<file path="config.mk">
export PLATFORM = sky130hd
export DESIGN_NAME = ps2_cmd_arbiter
export DESIGN_NICKNAME = d
export VERILOG_FILES = /design/src/rtl/ps2_cmd_arbiter.sv
export SDC_FILE = /design/constraint.sdc
export NUM_CORES = 1
export LEC_CHECK = 0
export CAP_MARGIN = 20
export CORE_ASPECT_RATIO = 0.75
export CORE_UTILIZATION = 52
export DETAILED_ROUTE_END_ITERATION = 8
export GPL_TIMING_DRIVEN = 0
export PLACE_DENSITY = 0.82
export SETUP_SLACK_MARGIN = 0.5
export SYNTH_ARGS = -nofsm -noshare
export SYNTH_HDL_FRONTEND = slang
export SYNTH_SLANG_ARGS = --single-unit
</file>
<file path="constraint.sdc">
create_clock -name clk_sys -period 3.4 [get_ports clk_sys]
set_clock_uncertainty 0.2 [all_clocks]
set_input_delay 0.51 -clock clk_sys [delete_from_list [all_inputs] [get_ports clk_sys]]
set_output_delay 0.51 -clock clk_sys [all_outputs]
set_load 0.03 [all_outputs]
</file>
<file path="src/rtl/ps2_cmd_arbiter.sv">
// ps2_cmd_arbiter: arbitrates two PS/2 command requesters onto a single
// ps2_tx write port, collects the device ack byte from the ps2_rx stream and
// reports the result. Rx bytes that are not taken as an ack are forwarded.
// Build option: define PS2_ARB_RETRY_EN to resend on 0xFE (up to MAX_RETRY
// resends); without it, 0xFE immediately reports "resend exhausted".
module ps2_cmd_arbiter #(
  parameter int unsigned TIMEOUT_CYC = 50000,
  parameter int unsigned MAX_RETRY   = 3
) (
  input  logic       clk_sys,
  input  logic       rst_n,
  input  logic       req0,
  input  logic       req1,
  input  logic [7:0] data0,
  input  logic [7:0] data1,
  output logic       done0,
  output logic       done1,
  output logic [1:0] status,
  output logic       busy,
  output logic       wr_en,
  output logic [7:0] wr_data,
  input  logic       wr_done,
  input  logic       rd_vld,
  input  logic [7:0] rd_data,
  output logic       fwd_vld,
  output logic [7:0] fwd_data
);

  localparam logic [7:0] BYTE_ACK    = 8'hFA;
  localparam logic [7:0] BYTE_ERR    = 8'hFC;
  localparam logic [7:0] BYTE_RESEND = 8'hFE;

  localparam logic [1:0] ST_ACK     = 2'b00;
  localparam logic [1:0] ST_ERR     = 2'b01;
  localparam logic [1:0] ST_TIMEOUT = 2'b10;
  localparam logic [1:0] ST_RESEND  = 2'b11;

  // Timeout counter only has to reach TIMEOUT_CYC-1.
  localparam int unsigned TW = (TIMEOUT_CYC < 2) ? 1 : $clog2(TIMEOUT_CYC);
  localparam logic [TW-1:0] TO_LAST = TW'(TIMEOUT_CYC - 1);

  if (TIMEOUT_CYC < 2 || MAX_RETRY > 65535) begin : g_bad_param
    $error("ps2_cmd_arbiter: TIMEOUT_CYC must be >= 2 and MAX_RETRY <= 65535");
  end

  typedef enum logic [2:0] {
    S_IDLE,
    S_SEND,
    S_WAIT_DONE,
    S_WAIT_ACK,
    S_RESP
  } state_e;

  state_e        state_q, state_d;
  logic          arm_q;
  logic          grant_q, grant_d;
  logic [7:0]    data_q, data_d;
  logic [1:0]    status_q, status_d;
  logic [TW-1:0] tmo_q, tmo_d;
  logic          fwd_vld_q;
  logic [7:0]    fwd_data_q;

  logic is_ack, is_err, is_resend, ack_byte, timeout_hit, fwd_take;
  logic retry_ok;

`ifdef PS2_ARB_RETRY_EN
  localparam int unsigned RW = (MAX_RETRY < 1) ? 1 : $clog2(MAX_RETRY + 1);
  localparam logic [RW-1:0] MAX_R = RW'(MAX_RETRY);

  logic [RW-1:0] retry_q, retry_d;

  // Resend count: bumps on each honoured 0xFE, cleared when the result is reported.
  always_comb begin
    retry_d = retry_q;
    if (state_q == S_RESP) begin
      retry_d = '0;
    end else if (state_q == S_WAIT_ACK && rd_vld && is_resend && retry_ok) begin
      retry_d = retry_q + 1'b1;
    end
  end

  // Resend count register.
  always_ff @(posedge clk_sys or negedge rst_n) begin
    if (!rst_n) retry_q <= '0;
    else        retry_q <= retry_d;
  end

  assign retry_ok = (retry_q < MAX_R);
`else
  assign retry_ok = 1'b0;
`endif

  assign is_ack      = (rd_data == BYTE_ACK);
  assign is_err      = (rd_data == BYTE_ERR);
  assign is_resend   = (rd_data == BYTE_RESEND);
  assign ack_byte    = rd_vld && (is_ack || is_err || is_resend);
  assign timeout_hit = (tmo_q == TO_LAST);

  // State, grant, latched command and result registers.
  always_ff @(posedge clk_sys or negedge rst_n) begin
    if (!rst_n) begin
      state_q  <= S_IDLE;
      arm_q    <= 1'b0;
      grant_q  <= 1'b0;
      data_q   <= '0;
      status_q <= '0;
    end else begin
      state_q  <= state_d;
      arm_q    <= 1'b1;
      grant_q  <= grant_d;
      data_q   <= data_d;
      status_q <= status_d;
    end
  end

  // Next-state: fixed-priority grant, write handshake and ack decode.
  always_comb begin
    state_d  = state_q;
    grant_d  = grant_q;
    data_d   = data_q;
    status_d = status_q;
    case (state_q)
      S_IDLE: begin
        // arm_q holds off the first grant until the second edge after reset release.
        if (arm_q && (req0 || req1)) begin
          grant_d = !req0;
          data_d  = req0 ? data0 : data1;
          state_d = S_SEND;
        end
      end
      S_SEND: state_d = S_WAIT_DONE;
      S_WAIT_DONE: begin
        if (wr_done) state_d = S_WAIT_ACK;
      end
      S_WAIT_ACK: begin
        // An rx byte on the timeout cycle takes precedence over the timeout.
        if (rd_vld) begin
          if (is_ack) begin
            status_d = ST_ACK;
            state_d  = S_RESP;
          end else if (is_err) begin
            status_d = ST_ERR;
            state_d  = S_RESP;
          end else if (is_resend) begin
            if (retry_ok) begin
              state_d = S_SEND;
            end else begin
              status_d = ST_RESEND;
              state_d  = S_RESP;
            end
          end
        end else if (timeout_hit) begin
          status_d = ST_TIMEOUT;
          state_d  = S_RESP;
        end
      end
      S_RESP:  state_d = S_IDLE;
      default: state_d = S_IDLE;
    endcase
  end

  // Ack timeout counter: cleared on write completion, saturates at TIMEOUT_CYC-1.
  always_comb begin
    tmo_d = tmo_q;
    if (state_q == S_WAIT_DONE && wr_done) begin
      tmo_d = '0;
    end else if (state_q == S_WAIT_ACK && !timeout_hit) begin
      tmo_d = tmo_q + 1'b1;
    end
  end

  // Timeout counter register.
  always_ff @(posedge clk_sys or negedge rst_n) begin
    if (!rst_n) tmo_q <= '0;
    else        tmo_q <= tmo_d;
  end

  // Only ack-class bytes seen while waiting for the ack are consumed.
  assign fwd_take = rd_vld && !(state_q == S_WAIT_ACK && ack_byte);

  // Forwarded rx byte register, one cycle behind rd_vld.
  always_ff @(posedge clk_sys or negedge rst_n) begin
    if (!rst_n) begin
      fwd_vld_q  <= 1'b0;
      fwd_data_q <= '0;
    end else begin
      fwd_vld_q <= fwd_take;
      if (fwd_take) fwd_data_q <= rd_data;
    end
  end

  // Outputs decoded from the state register.
  always_comb begin
    wr_en    = (state_q == S_SEND);
    wr_data  = data_q;
    busy     = (state_q != S_IDLE);
    done0    = (state_q == S_RESP) && !grant_q;
    done1    = (state_q == S_RESP) && grant_q;
    status   = status_q;
    fwd_vld  = fwd_vld_q;
    fwd_data = fwd_data_q;
  end

endmodule

</file>
* Yosys cells after proc, flatten, opt, wreduce, memory -nomap -nowiden
Index checks and enable logic that the tools add are counted.
Cells by class: add/sub/neg operators 1, equality and inequality tests 13, mux-type cells 16, reductions and logical operators 22
Operators with widths (number):
- $mux W16 | 2
- $eq A8 B8 Y1 const B | 3
- $mux W3 | 7
- $add A16 B1 Y16 const B | 1
- $eq A16 B16 Y1 const B | 1
- $pmux W3 S4 | 1
- $mux W2 | 5
- $logic_and A1 B1 Y1 | 8
- $mux W8 | 1
- $eq A3 B2 Y1 const B | 2
- $ne A5 B5 Y1 const B | 1
- $logic_not A1 Y1 | 4
- $ne A2 B2 Y1 const B | 2
- $ne A4 B1 Y1 const B | 1
- $reduce_and A4 Y1 | 1
- $reduce_bool A2 Y1 | 2
- $eq A3 B1 Y1 const B | 1
- $eq A3 B3 Y1 const B | 1
- $logic_not A3 Y1 | 1
- $logic_or A1 B1 Y1 | 3
- $ne A3 B3 Y1 const B | 1
- $reduce_and A3 Y1 | 1
- $reduce_bool A3 Y1 | 1
- $reduce_and A2 Y1 | 1
Storage, ports and cells: register bits 40, input bits 30, output and inout bits 23, word-level logic and storage cells 60

* Longest topological paths before layout
Gate-level depths: netlist (run 1).
depth in word-level cells 7, gate-level depth with buffers 6, mapped depth without buffers 5

* Worst setup path before layout (run 1)
Ideal clock, no wire load.
path kind input to register, from in rd_data[0], to reg fwd_data_q[0] (netlist: fwd_data[0]), setup time 0.125 ns, arrival time 1.757 ns, required time 3.075 ns, path slack 1.318 ns, stages 4, path buffers 0, cells stage by stage nand4b_1 or3_1 o21ai_2 mux2_2
On the way: word-level cells in the longest chain between the ends 7, elaborated cells between the ends (all ways) 9, those cells by class eq/ne: 3; reduce/logical: 6
Ends and longest elaborated chain:
- start: declaration | RTL line 24 | input logic [7:0] rd_data,
- $eq A8 B8 Y1, on equally long branches | RTL line 93, 94
- $logic_or A1 B1 Y1 (2 in a row) | RTL line 96 | assign ack_byte = rd_vld && (is_ack || is_err || is_resend);
- $logic_and A1 B1 Y1 | RTL line 96
- $logic_and A1 B1 Y1 | RTL line 179 | assign fwd_take = rd_vld && !(state_q == S_WAIT_ACK && ack_byte);
- $logic_not A1 Y1 | RTL line 179
- $logic_and A1 B1 Y1 | RTL line 179
- end signal: assignment | RTL line 188 | if (fwd_take) fwd_data_q <= rd_data;
- end: declaration | RTL line 61 | logic [7:0] fwd_data_q;
Several ways; a longest one is shown, not always the timed one. A chain may end at the register's enable or synchronous reset.

* Worst setup path after layout (run 1)
from reg state_q[2], to out busy
On the way: word-level cells in the longest chain between the ends 1
Ends and longest elaborated chain:
- start: declaration | RTL line 54 | state_e state_q, state_d;
- start signal: assignment | RTL line 108 | state_q <= state_d;
- $reduce_bool A3 Y1 | RTL line 196 | busy = (state_q != S_IDLE);
- end: declaration | RTL line 19 | output logic busy,
No other way between the ends.

==> reports/qor.txt, run 1 <==
Status = finished, final reports clean
Maximum vdd drop = 0.365 mV
Root Buffer = clkbuf_8
R2R Setup Slk = 1.13 ns
Leak = 1.12 nW
Setup Crit Path Kind = reg2out
Die area = 4160 um2
Residual DRC = 0
Post-synth EDFFs = 0
Vias in the first global route = 1708
Slew Limit Fails = 0
Rows = 19
Number of gates resized after CTS = 0
Dpl cell area = 2600 um2
Async SR Flop Fraction = 100%
Syn Nets = 237
Synth Flop Type = dfrtp_1
Ports = 53
Grt total ovfl = 0
Wire per inst = 13.4 um
Number of placed instances, taps included = 309
Fin. Hold Viols = 0
Nets = 295
Vias per inst = 5.48
Drt total wl = 4260 um
Initial DRC Count = 127
Worst skew pair latency = 0.29 ns
Post-Layout Cell Count = 317
Core Area = 3680 um2
Total global-route track usage = 23.6%
Sinks on the clock net = 40
Final ANT Viol Nets = 0
Arrival time at the worst endpoint = 1.89 ns
Synth warn = 0
CTS Hold Buffers Added = 0
#FFs+latches synth = 40
Setup crit start kind = register
Synthesis-to-layout area growth = 32.7%
TNS Setup = 0 ns
Largest net degree at the start of global routing = 41
Post-synthesis sequential area ratio = 49.3%
Unrepaired setup endpoints after global routing = no
IO Port Bufs = 51
Final period util = 76.3%
# Max-Cap Violations = 0
Max_slew headroom = 42.7%
Avg Cell Area, Syn = 9.85 um2
1st-pass router iterations = 5
Initial antenna violation count = 0
Crit Path Max Fanout = 10
Fin area = 2690 um2
GP Congestion = 0.841
Critical Path RT = 2.69 ns
Die W = 74.1 um
Global-route wire length before repair = 7360 um
DP HPWL = 3150 um
Setup violators final = 0
Fraction of layout cells with a size suffix above 1 = 10.2%
Die Ht = 56.1 um
Worst r2r path cells = 5
Max Clock Freq = 0.385 GHz
Filler cells = 289
TritonCTS Buffers = 5
Power per cell area = 509 nW/um2
RR Endpoint = tmo_q[12]$_DFFE_PN0P_
Worst setup EP type = output port
Min Tclk post-route = 2.60 ns
R2R Path Start = tmo_q[0]$_DFFE_PN0P_
Netlist cell types = 43
Area of the mapped netlist = 2030 um2
CTS tree = done
Hold Path Class = in2async
Mapped Cells = 206
Tightest Pin Transition = 0.860 ns
Clock slew at reported path FFs = 0.08 ns
Htree depth = 2
Number of inserted diodes = 0
Starting Density = 55.1%
Worst-case clock buffer depth = 2
Post-CTS Setup Bufs = 0
Via count = 1737
## Yosys cell counts, types with 2 or more instances
| master | count | area share, % |
|---|---|---|
| dfrtp_1 | 40 | 49 |
| nor2_1 | 25 | 4.6 |
| nand2_1 | 21 | 3.9 |
| a21oi_1 | 17 | 4.2 |
| mux2i_1 | 11 | 5.4 |
| o21ai_0 | 10 | 2.5 |
| nand3_1 | 7 | 1.7 |
| mux2_2 | 6 | 3.3 |
| or3_1 | 6 | 1.8 |
| clkbuf_1 | 5 | 0.92 |
| inv_1 | 5 | 0.92 |
| nor3_1 | 5 | 1.2 |
| buf_2 | 4 | 0.99 |
| a31o_2 | 3 | 1.3 |
| a31oi_1 | 3 | 0.92 |
| nor4_1 | 3 | 0.92 |
| o31ai_1 | 3 | 1.1 |
| nand2b_1 | 2 | 0.62 |
| o211ai_1 | 2 | 0.74 |
| o311ai_0 | 2 | 0.86 |
| or4_1 | 2 | 0.74 |
| or4bb_1 | 2 | 1.1 |
| xnor2_1 | 2 | 0.86 |
## where the power goes
part | internal, mW | switching (mW)
Sequential | 0.552 | 0.0649
Combinational | 0.186 | 0.243
Clock | 0.162 | 0.162
## layer usage
layer | track usage, % | vias up | routed length, um
li1 | - | 869 | -
met1 | 30.8 | 818 | 2020
met2 | 36.1 | 46 | 1940
met3 | 8.88 | 4 | 257
met4 | 7.42 | 0 | 36
met5 | 0 | - | 0
## flip-flops by register name, indices dropped and copies added, names as in the netlist
name and cells:
status 2, state_q 3, fwd_vld 1, wr_data 8
tmo_q 16, grant_q 1, arm_q 1, fwd_data 8
## critical path: stages, from the launching register on
cell and delay [ns]:
dfrtp_1 0.36, buf_2 0.16, or3_1 0.44, clkdlybuf4s50_1 0.63
## how the worst max path moves through the flow
| stage | slack, ns | endpoint | from | cells after the start |
|---|---|---|---|---|
| 6_report | 0.80 | busy | state_q[2]$_DFFE_PN0P_ | 3 |
| 5_1_grt | 0.73 | done0 | state_q[1]$_DFFE_PN0P_ | 5 |
| 4_1_cts | 0.80 | busy | state_q[2]$_DFFE_PN0P_ | 3 |
| 3_5_place_dp | 0.67 | fwd_data[6]$_DFFE_PN0P_ | rd_data[0] | 5 |
| 3_3_place_gp | 0.63 | fwd_data[4]$_DFFE_PN0P_ | rst_n | 1 |
| 2_1_floorplan | 1.32 | fwd_data[0]$_DFFE_PN0P_ | rd_data[0] | 4 |
## stage by stage
step                worst slack [ns]  utilization, %  hold WS, ns  power [mW]
finish                         0.805            73.1        0.121        1.37
global placement               0.633            70.7        0.288        1.05
floorplan                       1.32               -       0.0144       0.868
CTS                            0.804            73.1        0.155        1.38
global route                   0.734            73.1        0.196        1.46
detailed placement             0.674            70.6        0.294        1.06
## placed cells by master, fill, tap and decap left out, types with 6 or more instances in the layout
cell type / instances
clkdlybuf4s50_1: 50
dfrtp_1: 40
nor2_1: 25
nand2_1: 21
a21oi_1: 17
mux2i_1: 11
o21ai_0: 10
nand3_1: 7
or3_1: 6
mux2_2: 6
clkbuf_8: 6
## cell type report
type | instances | area [um2] | share of cell area [%]
flip-flops and latches | 40 | 1000 | 37.2
multi-input cells | 152 | 971 | 36.1
repair buffers | 51 | 505 | 18.8
clock buffers | 6 | 82.6 | 3.07
well taps | 52 | 65.1 | 2.42
plain buffers | 9 | 38.8 | 1.44
inverters | 5 | 18.8 | 0.697
clock inverters | 2 | 10.0 | 0.372
## kinds of logic after synthesis
family	synth area share, %
mux	8.75
other cells	0.185
xor+xnor	0.863
buf+inv	2.84
fa+ha+maj	0.616
simple gates	23.2
compound gates	14.2
flops	49.3
(Power assumes the default switching activity.)
==> inputs of run 2 (changes only) <==
- CORE_UTILIZATION: 52 -> 48
- PLACE_DENSITY: 0.82 -> 0.76
- clock period: 3.4 -> 2.45 ns (I/O delays scaled with it)
==> reports/qor.txt, run 2 (synthesis gave the netlist of run 1 again) <==
Status = finished with violations
Failing checks = hold timing
Power per cell area = 674 nW/um2 (+32%)
Rows = 20 (+1)
Setup WS post-layout = 0.390 ns (-0.415 ns)
Place WS = -0.0983 ns (-0.772 ns)
Final ANT Viol Nets = 0 (unchanged)
Residual DRC = 0 (unchanged)
Wire per inst = 14.9 um (+11%)
Setup Crit Path Kind = reg2reg
Die W = 77.1 um (+4.0%)
Fraction of layout cells with a size suffix above 1 = 24.9% (+15 points)
Initial antenna violation count = 0 (unchanged)
Slew Limit Fails = 0 (unchanged)
Worst skew pair latency = 0.30 ns (about the same)
Setup crit start kind = register
Starting Density = 50.1% (-5.0 points)
GR peak layer = met2
Nets = 315 (+6.8%)
Min Hold Slack = -0.0163 ns (-0.138 ns)
Tightest Pin Transition = 0.888 ns (+0.0278 ns)
Fin. Hold Viols = 24 (+24)
Largest net degree at the start of global routing = 41 (unchanged)
Largest register FFs = 16 (unchanged)
Met2 usage = 38.4% (+2.3 points)
Synthesis-to-layout area growth = 46.3%
Critical path buffers and inverters = 2 (unchanged)
CTS Hold Buffers Added = 0 (unchanged)
Pwr Total = 2.00 mW (+46%)
Met3 usage = 4.34% (-4.5 points)
Finished Core Util = 73.2% (+0.17 points)
Max Clock Freq = 0.485 GHz
Leading cell type in the layout, fill and taps excluded = clkdlybuf4s50_1
Sinks on the clock net = 40 (unchanged)
Setup violators final = 0 (unchanged)
Clock slew at reported path FFs = 0.08 ns (about the same)
1st-pass router iterations = 4 (-1)
Worst setup EP type = register
Cells along the critical path = buf_6 > nand3b_4 > or3_4 > o21ai_4 > buf_6 > mux2_4
Ports = 53 (unchanged)
Htree depth = 2 (unchanged)
Max_slew headroom = 40.8% (-1.9 points)
Leak = 1.29 nW (+15%)
Global-route wire length before repair = 8210 um (+12%)
CTS tree = done
Vias in the first global route = 1756 (+2.8%)
Hold Path Class = in2async
TritonCTS Buffers = 5 (unchanged)
CP max-delay cell = dfrtp_1
Via count = 1849 (+6.4%)
Number of placed instances, taps included = 312 (+0.97%)
Number of inserted diodes = 0 (unchanged)
Largest stage delay on the critical path = 0.41 ns (-0.22 ns)
Commonest cells after routing, fill and taps aside = clkdlybuf4s50_1 (41), dfrtp_1 (36), nor2_1 (23), nand2_1 (19), a21oi_1 (17)
Biggest register = tmo_q
Core Area = 4050 um2 (+10%)
Maximum vdd drop = 0.527 mV (+45%)
Grt total ovfl = 0 (unchanged)
DP HPWL = 3260 um (+3.4%)
Crit Path Max Fanout = 7 (-3)
# Max-Cap Violations = 0 (unchanged)
Initial DRC Count = 88 (-31%)
Total global-route track usage = 23.6% (-0.024 points)
Root Buffer = clkbuf_8
Drt total wl = 5080 um (+19%)
Vias per inst = 5.44 (-0.75%)
Top delay family on crit path = simple AND/OR/NAND/NOR gates
Unrepaired setup endpoints after global routing = yes
GR Util met1 = 32.1% (+1.2 points)
GP Congestion = 0.783 (-6.9%)
Worst-case clock buffer depth = 2 (unchanged)
Min Tclk post-route = 2.06 ns
CP dominant cell by count = buf_6
IO Port Bufs = 51 (unchanged)
Die area = 4490 um2 (+8.1%)
Arrival time at the worst endpoint = 2.05 ns (+0.16 ns)
Critical Path RT = 2.44 ns (-0.25 ns)
Final period util = 84.1%
Die Ht = 58.3 um (+3.9%)
Post-Layout Cell Count = 340 (+7.3%)
[run 2: cell count changes in the layout (fill, tap and decap cells not counted), sizes merged]
cell / previous run / this run
buf: 5 / 29
clkdlybuf4s50: 50 / 41
dlygate4sd2: 0 / 4
dlymetal6s2s: 0 / 1
[run 2: repair_timing]
item,CTS,global route
pin swaps,10,2
cloned,1,0
endpoints found under the setup margin,26,39
resized for setup,41,17
buffers inserted,18,1
endpoints found under the hold margin,0,0
[run 2: where the power goes]
| part | total [mW] | internal (mW) | switching (mW) |
|---|---|---|---|
| Combinational | 0.684 | 0.306 | 0.378 |
| Sequential | 0.859 | 0.767 | 0.0922 |
| Clock | 0.457 | 0.225 | 0.232 |
| Total | 2.00 | 1.30 | 0.702 |
[run 2: worst paths after layout]
kind	from	end	slack, ns	cells after the start
setup / recovery	state_q[2]$_DFFE_PN0P_	fwd_data[4]$_DFFE_PN0P_	0.39	6
hold / removal	rst_n	tmo_q[5]$_DFFE_PN0P_	-0.02	1
setup reg to reg	state_q[2]$_DFFE_PN0P_	fwd_data[4]$_DFFE_PN0P_	0.39	6
hold reg to reg	fwd_data[7]$_DFFE_PN0P_	fwd_data[7]$_DFFE_PN0P_	0.31	1
max in group asynchronous	rst_n	state_q[0]$_DFFE_PN0P_	1.45	1
min in group clk_sys	rd_data[0]	fwd_data[0]$_DFFE_PN0P_	0.23	2
[run 2: per-stage QoR]
stage	TNS, ns	hold WS [ns]	instance area (um2)
after floorplan	0	-0.128	2090
after global placement	-8.10	0.288	2670
after detailed placement	-0.453	0.295	2660
after CTS	0	0.0185	2930
after global routing	0	0.0735	2970
final	0	-0.0163	2970
[run 2: area by class of cell]
type                       count  area (um2)
multi-input combinational    152        1070
fill                         317        1080
buffer                         9        53.8
tap                           55        68.8
clock inverter                 2        10.0
inverter                       5        18.8
clock buffer                   6        82.6
timing repair buffer          71         659
sequential                    40        1010
[run 2: per-layer routing]
layer	vias to the layer above	routed length, um
met4	0	46
met1	894	2520
met5	-	0
met2	43	2340
li1	907	-
met3	5	181
